$ cat src/rtl/instr_encoder.sv
// ALU instruction encoder with a first-word-fall-through output FIFO.
// Illegal requests (both or neither source selected) are consumed, flagged and counted.
`ifndef REGISTER_TYPE_OPCODE
`define REGISTER_TYPE_OPCODE 2'b01
`endif
`ifndef IMMEDIATE_TYPE_OPCODE
`define IMMEDIATE_TYPE_OPCODE 2'b10
`endif

module instr_encoder #(
  parameter int DEPTH = 4,
  parameter int CW    = $clog2(DEPTH) + 1
) (
  input  logic          clk,
  input  logic          rst_n,
  input  logic          in_valid,
  output logic          in_ready,
  input  logic [2:0]    alu_op,
  input  logic          sel_reg,
  input  logic          sel_const,
  output logic          out_valid,
  input  logic          out_ready,
  output logic [5:0]    instr,
  output logic          err_illegal,
  output logic [7:0]    illegal_cnt,
  output logic [CW-1:0] count
);

  localparam int AW = (DEPTH > 1) ? $clog2(DEPTH) : 1;

  logic [5:0]    mem [DEPTH];
  logic [AW-1:0] wr_ptr;
  logic [AW-1:0] rd_ptr;
  logic          accept;
  logic          legal;
  logic          push;
  logic          pop;
  logic [5:0]    word;

  // Bit 3 is held at zero: the decoder only looks at three ALU-op bits.
  function automatic logic [5:0] encode(input logic is_reg, input logic [2:0] op);
    logic [1:0] opc;
    opc = is_reg ? `REGISTER_TYPE_OPCODE : `IMMEDIATE_TYPE_OPCODE;
    return {opc, 1'b0, op};
  endfunction

  function automatic logic [7:0] sat_inc(input logic [7:0] v);
    return (v == 8'hFF) ? v : v + 8'd1;
  endfunction

  assign in_ready  = (count != CW'(DEPTH));
  assign out_valid = (count != '0);
  assign instr     = out_valid ? mem[rd_ptr] : 6'b0;

  assign accept = in_valid & in_ready;
  assign legal  = sel_reg ^ sel_const;
  assign push   = accept & legal;
  assign pop    = out_valid & out_ready;
  assign word   = encode(sel_reg, alu_op);

  always_ff @(posedge clk) begin
    if (push) mem[wr_ptr] <= word;
  end

  always_ff @(posedge clk or negedge rst_n) begin
    if (!rst_n) begin
      wr_ptr      <= '0;
      rd_ptr      <= '0;
      count       <= '0;
      err_illegal <= 1'b0;
      illegal_cnt <= 8'd0;
    end else begin
      if (push) wr_ptr <= wr_ptr + 1'b1;
      if (pop)  rd_ptr <= rd_ptr + 1'b1;
      count       <= count + CW'(push) - CW'(pop);
      err_illegal <= accept & ~legal;
      if (accept && !legal) illegal_cnt <= sat_inc(illegal_cnt);
    end
  end

endmodule

$ cat config.mk
export PLATFORM = sky130hd
export DESIGN_NAME = instr_encoder
export DESIGN_NICKNAME = d
export VERILOG_FILES = /design/src/rtl/instr_encoder.sv
export SDC_FILE = /design/constraint.sdc
export NUM_CORES = 1
export LEC_CHECK = 0
export BUFFER_PORTS_ARGS = -buffer_cell sky130_fd_sc_hd__clkbuf_2
export CAP_MARGIN = 20
export CORE_MARGIN = 1
export CORE_UTILIZATION = 25
export DETAILED_ROUTE_END_ITERATION = 8
export GPL_ROUTABILITY_DRIVEN = 1
export GPL_TIMING_DRIVEN = 0
export HOLD_SLACK_MARGIN = 0.02
export SLEW_MARGIN = 15
export SYNTH_ARGS = -nofsm -noshare
export SYNTH_HDL_FRONTEND = slang
export SYNTH_SLANG_ARGS = --single-unit
$ cat constraint.sdc
create_clock -name clk -period 3 [get_ports clk]
set_clock_uncertainty 0.05 [all_clocks]
set_input_delay 0.3 -clock clk [delete_from_list [all_inputs] [get_ports clk]]
set_output_delay 0.3 -clock clk [all_outputs]
set_load 0.01 [all_outputs]
Word-level counts from Yosys, hierarchy flattened. Memories as Yosys holds them, arrays and structs flattened. Index checks and enable logic that the tools add are counted. Widths: inputs -> output; s select.

Input bits: 9. Memories kept: 1. Flip-flop bits (word level): 16. RAM bits: 20. Output and inout port bits: 20.

Equal/unequal tests: 2. Bitwise operators: 7. Reduce and logical (&&, ||, !) cells: 4. Multiplexer cells: 4. Add/subtract/negate cells: 5.

Memories: mem (depth 4, width 5, rd ports 1, clocked after Yosys merged registers in 0, wr ports 1, RTL line 31) `logic [5:0] mem [DEPTH];`.

Operator list (number): $add 8x1->8 const B (1); $eq 8x8->1 const B (1); $mux 6 (1); $add 2x1->2 const B (2); $and 1x1->1 (4); $add 3x1->3 (1); $ne 3x3->1 const B (1); $reduce_bool 3->1 (1); $sub 3x1->3 (1); $mux 1 (2); $mux 2 (1); $not 1->1 (2); $reduce_and 2->1 (1); $logic_and 1x1->1 (1); $logic_not 1->1 (1); $xor 1x1->1 (1).

Longest topological paths before layout.
Depth in word-level cells: 5. Gate-level depth with buffers: 11. Depth with buffers taken out: 11.

Worst setup path before layout. OpenSTA, ideal clock, no wires.

Path type: flip-flop to flip-flop. From: register count[1]. To: register count[2]. Cell stages (with the launch flop): 11. Arrival time: 2.386 ns. Path slack: 0.438 ns. Library setup time: 0.126 ns. Period minus slack after synthesis: 2.562 ns. Buffers on the path: 1. Cell sequence: dfrtp_1 or3_2 clkbuf_1 and2_1 ha_1 inv_1 ha_1 inv_1 fa_1 xnor2_1 xnor2_1.

RTL lines: from (decl) (RTL line 26) `output logic [CW-1:0] count`; from (signal assigned) (RTL line 75) `count <= count + CW'(push) - CW'(pop);`; $reduce_bool 3->1 (RTL line 52) `assign out_valid = (count != '0);`; via out_valid (RTL line 21) `output logic out_valid,`; $and 1x1->1 (RTL line 58) `assign pop = out_valid & out_ready;`; via pop (RTL line 37) `logic pop;`; $sub 3x1->3 (RTL line 75).

The timed path passes the listed nets, and every way through them passes these cells. A chain may end at the register's enable or synchronous reset.

Final worst setup path.
From: register count[1]. To: register count[2].

RTL lines (RTL line): $reduce_bool 3->1 (52); $and 1x1->1 (58); via pop (37); $sub 3x1->3 (75).

The timed path passes the listed nets, and every way through them passes these cells.

==> flow_summary.toml <==
[clock_tree]
clkLatencyLatePin_ps = 290
cts_hold_buf = 1
ctsResizeCount = 0
post_cts_buffers = 0
cts.root.buffer_cell = "clkbuf_8"
htree_levels = 2
cts_made_buffers = 5
clock_path_buffers = 2
clk_pin_slew_worst_paths_ps = 80
clock-sinks = 36
cts_tree = "built"

[critical_path]
critPathKind = "reg -> reg"
cp.required_ps = 3120
startpoint_type = "flip-flop"
crit_path_end = "count[2]"
r2r_end = "count[2]"
r2r_setup_slack_ps = 340
ff2ff_path_depth = 10
cp.arrival_ps = 2790
crit_path_max_fanout = 7
startpoint = "count[1]"
reg2reg_from = "count[1]"
endpoint_kind = "flip-flop"

[finish]
nFillCells = 631
seq_area_um2 = 1001
diodes = 0
nNetsFinal = 167
multi_input_area_um2 = 588.1
fin_util = 0.3147
area_delta_synth_final_pct = 21.45
drive_above_1_share = 0.3377
fin_cells = 228

[logic_synthesis]
syn_area_um2 = 1645
syn_inst = 115
yosys-top-cells-area = "edfxtp_1 37%, dfrtp_1 24%, mux4_2 6.8%, ha_1 5.3%, and2_1 3.8%"
synth_seq_cells = 36
yosys.area.top_type = "edfxtp_1"
yosysWarnings = 0
synthDistinctLibCells = 32
syn_avg_cell_area_um2 = 14.31
synth_top_area_share = 0.3650
seq_area_frac_synth = 0.6084
synth.net_count = 132

[grt]
antenna_found_initial = 0
grt_pass1_vias = 915
grt_overflow = 0
grt_pass1_wl_um = 4678
grt_usage = 0.08790
grt_max_degree = 17

[sta]
hold_viol_final = 0
clock.fmax_ghz = 0.3757
finalSetupViolCount = 0
slew-limit-headroom = 0.6531
layout_min_cycle_time_ps = 2662
worstMarginPinSlew_ps = 520.4
fin_crit_sh = 0.8872
rsz0062_at_grt = "false"
finalMaxSlewViolations = 0
tns_ps = 0

[placed_design]
place_congestion = 0.7494
place_inst = 219
dp_hpwl_um = 2003
io_buffers = 27

[detailed_routing]
wl_um = 2844
antenna_left = 0
drt_iter0_markers = 26
drc_errors = 0
vias = 967
wire_per_inst_um = 12.47
vias_per_cell = 4.241
dr.pass1.iters = 4

[floorplanning]
die-area_um2 = 6910
num_rows = 29
die_x_um = 83.13
core_area_um2 = 6350
start_util = 0.2591
die_h_um = 83.13
pin_count = 29

[pwr]
power_leakage_nw = 0.8203
worst_ir_drop_vdd_mv = 0.4104
powerDensity_nw_per_um2 = 913.0

[run]
drv_cap = 0

[outcome]
run_status = "complete, no violations"

[min_path]
hp-start = "alu_op[2]"
hold_class = "in -> reg"
==> through the flow <==
| step | total power, mW | hold WS, ps | instance area [µm²] | worst slack, ps |
|---|---|---|---|---|
| floorplan | 1.197 | -45.59 | 1645 | 438.0 |
| global placement | 1.408 | 206.5 | 1877 | 327.3 |
| detailed placement | 1.425 | 215.9 | 1877 | 290.6 |
| CTS | 1.861 | 174.8 | 1998 | 275.1 |
| global route | 1.956 | 174.0 | 1998 | 143.0 |
| finish | 1.824 | 175.2 | 1998 | 338.3 |
==> worst min-delay path by stage <==
stage,end,slack [ps],cells past startpoint
after detailed placement,illegal_cnt[4],220,1
final,mem[0][2],180,1
after global routing,mem[0][2],170,1
after CTS,mem[0][2],170,1
after floorplan,count[0],-50,0
after global placement,illegal_cnt[4],210,1
==> per-layer routing <==
metal	global-route usage	vias to the layer above	routed length, µm
li1	-	471	-
met1	0.1200	466	1346
met2	0.1311	27	1319
met3	0.02982	3	141
met4	0.02821	0	37
met5	0	-	0
==> state kept, by name, indices dropped and copies added, names as in the netlist <==
register     cells
err_illegal      1
count            3
illegal_cnt      8
wr_ptr           2
rd_ptr           2
mem             20
==> final cells by class <==
class,instances,share of cell area
well taps,77,0.04822
flip-flops and latches,36,0.5009
clock buffers,5,0.03444
inverters,7,0.01315
repair buffers,28,0.07264
plain buffers,5,0.01503
multi-input cells,67,0.2943
clock inverters,3,0.02129
==> synthesized netlist by cell type <==
cell type	instances
a21oi_1	2
a31oi_1	1
a41oi_1	1
and2_1	10
and3_1	1
and3_4	1
buf_1	1
buf_4	1
buf_6	1
clkbuf_1	2
conb_1	1
dfrtp_1	16
edfxtp_1	20
fa_1	1
ha_1	7
inv_1	7
mux2_2	4
mux2_4	1
mux2i_1	1
mux4_2	5
nand2_1	7
nand3_1	2
nand4_1	3
nor2_1	5
nor2b_1	1
nor2b_4	1
nor3_1	1
o21ai_0	2
or3_2	1
or3b_4	1
xnor2_1	5
xor2_1	2
==> kinds of logic (layout without fill, tap and decap cells) <==
group / count (synthesis) / in the layout / share of synthesized area
AO/OA/AOI/OAI: 6 / 6 / 0.02130
buffers and inverters: 12 / 48 / 0.03422
AND/OR/NAND/NOR: 34 / 34 / 0.1202
adder cells (fa/ha/maj): 8 / 8 / 0.06540
other: 1 / 1 / 0.002279
XOR/XNOR: 7 / 7 / 0.03726
flip-flops: 36 / 36 / 0.6084
multiplexers: 11 / 11 / 0.1110
==> where the power goes <==
group | switching (mW) | total [mW] | leakage [nW] | internal, mW
clock network | 0.182 | 0.428 | 0.0541 | 0.246
registers | 0.103 | 0.749 | 0.379 | 0.646
logic | 0.316 | 0.647 | 0.388 | 0.331
==> placed cells by master, fill, tap and decap left out, drive strengths merged, types with 2 or more instances in the layout <==
| cell type | count |
|---|---|
| nor2 | 5 |
| and3 | 2 |
| xnor2 | 5 |
| nand2 | 7 |
| xor2 | 2 |
| clkbuf | 34 |
| mux4 | 5 |
| edfxtp | 20 |
| and2 | 10 |
| mux2 | 5 |
| dfrtp | 16 |
| o21ai | 2 |
| a21oi | 2 |
| nand3 | 2 |
| inv | 7 |
| ha | 7 |
| nor2b | 2 |
| buf | 3 |
| nand4 | 3 |
==> worst max-delay path, cell delays in order (launching register included) <==
cell and delay [ps]:
dfrtp_1 460, or3_2 470, clkbuf_1 180, and2_1 230, ha_1 280, inv_1 50
ha_1 130, inv_1 40, fa_1 380, xnor2_1 150, xnor2_1 130
Note: power is estimated with default switching activity, not from simulation.
